--- src/rtl/display_scheduler_if.sv ---
// display_scheduler_if: display bus shared by the PIN view, the message source and the scheduler
interface display_scheduler_if;
    logic        tick_in;
    logic [16:0] pin_in;
    logic        pin_mask;
    logic        msg_req;
    logic [15:0] msg_code;
    logic        msg_ack;
    logic [15:0] hex_bcd;
    logic        owner;
    logic        busy;
    modport master (
        output tick_in, pin_in, pin_mask, msg_req, msg_code,
        input  msg_ack, hex_bcd, owner, busy
    );
    modport slave (
        input  tick_in, pin_in, pin_mask, msg_req, msg_code,
        output msg_ack, hex_bcd, owner, busy
    );
endinterface

--- src/rtl/display_scheduler.sv ---
// display_scheduler: arbitrates the 4-digit BCD display between the PIN view and timed, blinking messages
module display_scheduler #(
    parameter int unsigned MSG_TICKS   = 2000,
    parameter int unsigned BLINK_TICKS = 250,
    parameter int unsigned CNT_W       = 16
) (
    input logic                clock,
    input logic                reset,
    display_scheduler_if.slave bus
);
    localparam logic [1:0] S_IDLE = 2'd0;
    localparam logic [1:0] S_PIN  = 2'd1;
    localparam logic [1:0] S_MSG  = 2'd2;
    localparam int unsigned MSG_LEN = (MSG_TICKS == 0) ? 1 : MSG_TICKS;
    localparam logic [CNT_W-1:0] LAST_TICK = CNT_W'(MSG_LEN - 1);
    localparam logic [CNT_W-1:0] BLINK_LEN = CNT_W'(BLINK_TICKS);

    logic [2:0]       sync_q, sync_d;
    logic [1:0]       state_q, state_d;
    logic [15:0]      code_q, code_d;
    logic [15:0]      hex_q, hex_d;
    logic [CNT_W-1:0] tick_cnt_q, tick_cnt_d;
    logic [CNT_W-1:0] blink_cnt_q, blink_cnt_d;
    logic [CNT_W-1:0] blink_nx;
    logic             phase_q, phase_d;
    logic             ack_q, ack_d;
    logic             busy_q, busy_d;
    logic             tick_p, msg_end, accept, blink_wrap;
    logic [15:0]      pin_view;

    // Next state: tick edge detection, message acceptance (priority over PIN tracking), tick/blink counting
    always_comb begin
        sync_d      = {sync_q[1:0], bus.tick_in};
        tick_p      = sync_q[1] & ~sync_q[2];
        msg_end     = (state_q == S_MSG) && tick_p && (tick_cnt_q == LAST_TICK);
        accept      = bus.msg_req && ((state_q != S_MSG) || msg_end);
        blink_nx    = blink_cnt_q + CNT_W'(1);
        blink_wrap  = (BLINK_LEN != '0) && (blink_nx == BLINK_LEN);
        state_d     = state_q;
        code_d      = code_q;
        tick_cnt_d  = tick_cnt_q;
        blink_cnt_d = blink_cnt_q;
        phase_d     = phase_q;
        if (accept) begin
            state_d     = S_MSG;
            code_d      = bus.msg_code;
            tick_cnt_d  = '0;
            blink_cnt_d = '0;
            phase_d     = 1'b1;
        end else if (msg_end) begin
            state_d = bus.pin_in[16] ? S_PIN : S_IDLE;
        end else if (state_q == S_MSG) begin
            if (tick_p) begin
                tick_cnt_d = tick_cnt_q + CNT_W'(1);
                if (BLINK_LEN != '0) begin
                    blink_cnt_d = blink_wrap ? '0 : blink_nx;
                    phase_d     = blink_wrap ? ~phase_q : phase_q;
                end
            end
        end else begin
            state_d = bus.pin_in[16] ? S_PIN : S_IDLE;
        end
        ack_d  = accept;
        busy_d = (state_q == S_MSG);
    end

    // Display contents for the current owner; masked PIN digits become dashes, blanks stay blank
    always_comb begin
        pin_view = bus.pin_in[15:0];
        for (int i = 0; i < 4; i++)
            if (bus.pin_mask && bus.pin_in[4*i +: 4] != 4'hF)
                pin_view[4*i +: 4] = 4'hB;
        hex_d = (state_q == S_MSG) ? (phase_q ? code_q : 16'hFFFF) :
                (state_q == S_PIN) ? pin_view : 16'hFFFF;
    end

    // State, counters and registered outputs; reset blanks the display and aborts any message
    always_ff @(posedge clock or posedge reset) begin
        if (reset) begin
            sync_q      <= '0;
            state_q     <= S_IDLE;
            code_q      <= 16'hFFFF;
            hex_q       <= 16'hFFFF;
            tick_cnt_q  <= '0;
            blink_cnt_q <= '0;
            phase_q     <= 1'b1;
            ack_q       <= 1'b0;
            busy_q      <= 1'b0;
        end else begin
            sync_q      <= sync_d;
            state_q     <= state_d;
            code_q      <= code_d;
            hex_q       <= hex_d;
            tick_cnt_q  <= tick_cnt_d;
            blink_cnt_q <= blink_cnt_d;
            phase_q     <= phase_d;
            ack_q       <= ack_d;
            busy_q      <= busy_d;
        end
    end

    assign bus.msg_ack = ack_q;
    assign bus.hex_bcd = hex_q;
    assign bus.owner   = busy_q;
    assign bus.busy    = busy_q;
endmodule

--- src/flat_wrapper.sv ---
// flat-port wrapper written by rule: the top's interface ports become plain ports
module display_scheduler_flat 
#(
    parameter int unsigned MSG_TICKS   = 2000,
    parameter int unsigned BLINK_TICKS = 250,
    parameter int unsigned CNT_W       = 16
)
  (clock, reset, bus_tick_in, bus_pin_in, bus_pin_mask, bus_msg_req, bus_msg_code, bus_msg_ack, bus_hex_bcd, bus_owner, bus_busy);
  display_scheduler_if bus_i ();
  input logic clock;
  input logic reset;
  input wire logic [$bits(bus_i.tick_in)-1:0] bus_tick_in;
  input wire logic [$bits(bus_i.pin_in)-1:0] bus_pin_in;
  input wire logic [$bits(bus_i.pin_mask)-1:0] bus_pin_mask;
  input wire logic [$bits(bus_i.msg_req)-1:0] bus_msg_req;
  input wire logic [$bits(bus_i.msg_code)-1:0] bus_msg_code;
  output wire logic [$bits(bus_i.msg_ack)-1:0] bus_msg_ack;
  output wire logic [$bits(bus_i.hex_bcd)-1:0] bus_hex_bcd;
  output wire logic [$bits(bus_i.owner)-1:0] bus_owner;
  output wire logic [$bits(bus_i.busy)-1:0] bus_busy;
  assign bus_i.tick_in = bus_tick_in;
  assign bus_i.pin_in = bus_pin_in;
  assign bus_i.pin_mask = bus_pin_mask;
  assign bus_i.msg_req = bus_msg_req;
  assign bus_i.msg_code = bus_msg_code;
  assign bus_msg_ack = bus_i.msg_ack;
  assign bus_hex_bcd = bus_i.hex_bcd;
  assign bus_owner = bus_i.owner;
  assign bus_busy = bus_i.busy;
  display_scheduler #(.MSG_TICKS(MSG_TICKS), .BLINK_TICKS(BLINK_TICKS), .CNT_W(CNT_W)) u_core (.clock(clock), .reset(reset), .bus(bus_i));
endmodule
--- config.mk ---
export PLATFORM = sky130hd
export DESIGN_NAME = display_scheduler_flat
export DESIGN_NICKNAME = d
export VERILOG_FILES = /design/src/rtl/display_scheduler_if.sv /design/src/rtl/display_scheduler.sv /design/src/flat_wrapper.sv
export SDC_FILE = /design/constraint.sdc
export NUM_CORES = 1
export LEC_CHECK = 0
export CORE_MARGIN = 2
export CORE_UTILIZATION = 35
export CTS_CLUSTER_DIAMETER = 150
export DETAILED_ROUTE_END_ITERATION = 16
export GPL_ROUTABILITY_DRIVEN = 0
export PLACE_DENSITY = 0.6
export SLEW_MARGIN = 30
export SYNTH_ARGS = -nofsm -noshare
export SYNTH_HDL_FRONTEND = slang
export SYNTH_SLANG_ARGS = --single-unit
--- constraint.sdc ---
create_clock -name clock -period 3.86 [get_ports clock]
set_clock_uncertainty 0.15 [all_clocks]
set_input_delay 1.158 -clock clock [delete_from_list [all_inputs] [get_ports clock]]
set_output_delay 1.158 -clock clock [all_outputs]
set_load 0.03 [all_outputs]
* Word level (Yosys, flattened, before mapping) *
Index checks and enable logic that the tools add are counted.

cells by class
  add/subtract/negate cells = 2
  eq/ne operators = 11
  multiplexer cells = 25
  bitwise logic cells = 3
  reductions and logical operators = 13

operator list
  kind                   count
  $mux 16                12
  $add 16x1->16 const B  2
  $eq 16x11->1 const B   1
  $eq 16x8->1 const B    1
  $mux 4                 4
  $ne 4x4->1 const B     4
  $logic_and 1x1->1      7
  $mux 1                 6
  $mux 2                 3
  $reduce_bool 2->1      3
  $reduce_and 4->1       1
  $ne 3x2->1 const B     1
  $reduce_and 3->1       1
  $eq 2x1->1 const B     1
  $eq 2x2->1 const B     1
  $ne 2x1->1 const B     1
  $ne 2x2->1 const B     1
  $not 1->1              2
  $and 1x1->1            1
  $logic_or 1x1->1       1

storage, ports and cells
  flip-flop bits (word level) = 72
  bits of input ports = 38
  word-level logic and storage cells = 63

* Depth between registers and ports, before layout *
  depth in word-level cells = 8
  mapped depth = 9
  mapped depth without buffers = 8

* Least setup slack after synthesis *
Ideal clock, no wire load.

  path type = reg2reg
  from = register u_core.blink_cnt_q[0]
  to = register u_core.blink_cnt_q[6]
  arrival time = 2.563 ns
  required time = 3.584 ns
  slack = 1.021 ns
  cell stages (with the launch flop) = 9
  path buffers = 0
  clock period less this slack = 2.839 ns
  cells stage by stage = dfrtp_1 -> ha_1 -> nand3_1 -> nor4_1 -> xor2_1 -> or4_4 -> a2111oi_4 -> nor2_1 -> a221o_1

between the ends
  word-level cells in the longest chain between the ends = 7

ends and longest elaborated chain
  item                      RTL line                 RTL
  start: declaration        display_scheduler.sv:23  logic [CNT_W-1:0] blink_cnt_q, blink_cnt_d;
  start signal: assignment  display_scheduler.sv:95  blink_cnt_q <= blink_cnt_d;
  $add 16x1->16 (*)         display_scheduler.sv:37  blink_nx = blink_cnt_q + CNT_W'(1);
  $eq 16x8->1               display_scheduler.sv:38  blink_wrap = (BLINK_LEN != '0) && (blink_nx == BLINK_LEN);
  $mux 16 (*)               display_scheduler.sv:56  blink_cnt_d = blink_wrap ? '0 : blink_nx;
  $mux 16 (*)               display_scheduler.sv:53  if (tick_p) begin
  $mux 16 (*)               display_scheduler.sv:52  end else if (state_q == S_MSG) begin
  $mux 16 (*)               display_scheduler.sv:50  end else if (msg_end) begin
  $mux 16 (*)               display_scheduler.sv:44  if (accept) begin

Mark *: on every way between the ends. The rest lies on a longest branch, timed or not. The select of a mux whose other input is x is not followed.
A chain may end at the register's enable or synchronous reset.

* Final worst setup path *
  from = register u_core.blink_cnt_q[0]
  to = register u_core.blink_cnt_q[0]

Same word-level chain as after synthesis.

==> summary.md <==
The flow ran to the end, and the final reports show no timing, DRC or antenna violations. In the synthesized netlist the dominant register cell turns out to be dfrtp_1. The largest net degree at the start of global routing is 46, and the maximum level of the CTS H-tree is 3. The logs give 57 for the number of top-level design ports and 9 for the clock buffer count from CTS. Hold timing on the final database bottoms out at a slack of 0.205 ns. After clock tree synthesis, the clock-pin slew on the worst setup and hold paths is 0.08 ns.

The total negative setup slack is 0 ns, and the share of post-route cells with drive strength above 1 is 0.158. The async set-reset flop share out of synthesis came out at 1.00. In this run the mean area of a mapped cell was 9.65 sq um. The number of max-capacitance violations reported was 0. The internal power is 0.00116 W, and the maximum count of clock buffers along a single path is 2.

For this run, the top clock speed supported by timing is 0.303 GHz. The cell count after synthesis came out at 359. The clock net in this run drives a total of 72 sinks. The portion of synthesized cell area occupied by the leading cell type works out to 0.282. The part of the Yosys area used for sequential elements came out at 0.532. The tools report the first-pass detailed-route iteration total as 4.

The DRC violation count after routing was 0; the fraction of power spent switching nets was 0.277. By area the synthesized netlist is led by dfrtp_1 28%, dfstp_2 25%, nand2_1 9.0%. Number of nets in the finished design: 455.

Measured along the y axis, the die boundary spans 104 um. Via density per instance: 4.97. Setup repair after global routing left no endpoint under its margin. The worst setup path is captured at a flop.

The run gives 0 as the count of warnings emitted by yosys. The first global-routing pass estimated 13.9 mm of wire. The number of enable flip-flop cells after synthesis came out at 0.

TritonCTS built the clock tree. For the pin with the worst max-slew slack, the measured transition is 0.599 ns. The floorplan step defined a core boundary enclosing 9680 sq um. The run gives 0 as the antenna diode count.

In the layout the commonest cells are 83 x nand2_1, 56 x clkdlybuf4s50_1, 39 x dfrtp_1. After synthesis the netlist holds a flip-flop and latch count of 72. The tools report the routed wire length as 8.10 mm.

The data arrival time of the critical path was 3.38 ns. The final clock period utilization by the worst path works out to 0.856. Share of power burned in combinational logic: 0.105. Clock tree synthesis selected as its root buffer the cell clkbuf_8. The sequential fraction of design power is 0.532. Counting the fill cells in the layout gives 951. The biggest fanout along the worst timing path came out at 8.

The run gives 159 uV as the highest ir drop seen on vdd. For the number of max-slew violations in the final report, the log shows 0. The number of antenna violations at the first check in global routing was 0; the detailed placer's ending HPWL was 5.52 mm. The total of cells resized after clock tree synthesis is 0, and the number of library cell types mapped by synthesis is 52. Most common cell after layout, fill and taps aside: nand2_1.

Summing over every cut layer, the via total after detailed routing is 2,746. Counting every net in the synthesized netlist gives 400. The mapped netlist covers 3470 sq um. DRC marker count from the first detailed-route iteration: 154.

The worst setup path is of the reg2reg kind. The cell type contributing the most total cell area after synthesis was dfrtp_1. Compared with the post-synthesis result, the final layout area differs by 25.2%.

The width of the die was 104 um. The tools report the row count as 36. The tools report the overall routing resource usage as 0.159. The total overflow left after global routing is 0. The number of setup buffers added after CTS is 0. The starting density of the core is 0.358. For the finished layout, the period the worst path requires is 3.30 ns. STA classifies the critical path startpoint as a flop.

During placement, the flow inserted port buffers numbering 56. The clock network fraction of total power came out at 0.363. The tools report the number of hold buffers added after cts as 0.

The die covers 10,700 sq um. For the worst-skew pair, the clock arrives at the later sink with an insertion delay of 0.34 ns. The power density over the cells works out to 370 nW/um^2.

Class of the tightest hold or removal check: reg2reg. After detailed routing, the average wire length per cell comes to 14.7 um. STA puts the critical path data required time at 3.93 ns. Setup violations remaining at the end of the flow were counted as 0. The via count of the first global-routing pass was 2,748.

Summed over all cells, the static leakage comes to 1.83 nW. The relative slew slack is 0.600, and the antenna violation net count after detailed routing is 0. For this design the total switching power over the nets is 0.000444 W. The tools report the final hold violation count as 0.
power groups by stage:
stage / Clock, W / Sequential (W) / Combinational (W)
floorplan: 0 / 0.000843 / 0.000117
CTS: 0.000597 / 0.000853 / 0.000172
global route: 0.000627 / 0.000862 / 0.000192
detailed placement: 0 / 0.000864 / 0.000172
finish: 0.000582 / 0.000853 / 0.000168
global placement: 0 / 0.000864 / 0.000167
sequential cells by signal (all words and copies together), names as in the netlist:
name / cells
u_core.blink_cnt_q: 16
u_core.bus.busy: 1
u_core.bus.hex_bcd: 16
u_core.bus.msg_ack: 1
u_core.code_q: 16
u_core.phase_q: 1
u_core.state_q: 2
u_core.sync_q: 3
u_core.tick_cnt_q: 16
metal layers:
| metal | wire length [um] | up-vias | GRT usage |
|---|---|---|---|
| met4 | 142 | 0 | 0.0647 |
| met3 | 257 | 10 | 0.0252 |
| met2 | 3850 | 46 | 0.256 |
| li1 | - | 1352 | - |
| met1 | 3850 | 1338 | 0.216 |
| met5 | 0 | - | 0 |
metrics by stage:
stage               instance area [sq um]  utilization  total power (W)  std cells  setup WS [ns]
global placement                     4150        0.428          0.00103        536          0.620
detailed placement                   4150        0.428          0.00104        536          0.541
finish                               4340        0.448          0.00160        552          0.556
global route                         4340        0.448          0.00168        552          0.297
floorplan                            3470            -         0.000960        359          0.782
CTS                                  4340        0.448          0.00162        552          0.523
cell families (layout without fill, tap and decap cells):
| family | Yosys count | after routing | share of synthesized area |
|---|---|---|---|
| buf+inv | 23 | 83 | 0.0318 |
| xor+xnor | 17 | 17 | 0.0430 |
| mux | 1 | 1 | 0.00289 |
| compound gates | 58 | 58 | 0.127 |
| fa+ha+maj | 3 | 3 | 0.0108 |
| flops | 72 | 72 | 0.532 |
| simple gates | 185 | 185 | 0.253 |
layout make-up:
class,instances,area (sq um),area share
Inverter,8,30.0,0.00692
Clock buffer,11,153,0.0352
Tap cell,133,166,0.0384
Clock inverter,5,37.5,0.00865
Timing Repair Buffer,59,596,0.137
Sequential cell,72,1840,0.425
Multi-Input combinational cell,264,1510,0.349
critical path, stage by stage (launching register included):
cell and delay (ns):
dfrtp_1 0.50, ha_1 0.34, nand3_1 0.21, nor4_1 0.33, xor2_1 0.15, or4_4 0.57
a2111oi_4 0.53, nand2b_1 0.28, o21ai_0 0.10
Yosys cell counts, types with 6 or more instances:
library cell,n
inv_1,6
dfrtp_1,39
xor2_1,16
a21oi_1,6
o22a_1,12
nand3_1,16
dfstp_2,33
nor3_1,7
nor2_1,35
nand2_1,83
o21ai_0,13
and3_1,6
nand4_1,8
final timing paths:
check	start	endpoint	slack, ns	cells past startpoint
setup / recovery	u_core.blink_cnt_q[0]	u_core.blink_cnt_q[0]	0.56	8
hold / removal	u_core.sync_q[0]	u_core.sync_q[1]	0.21	0
setup reg to reg	u_core.blink_cnt_q[0]	u_core.blink_cnt_q[0]	0.56	8
hold reg to reg	u_core.sync_q[0]	u_core.sync_q[1]	0.21	0
max in group asynchronous	reset	u_core.phase_q	1.82	3
min in group asynchronous	reset	u_core.state_q[1]	1.06	2
Power figures use the tool's default switching activity.
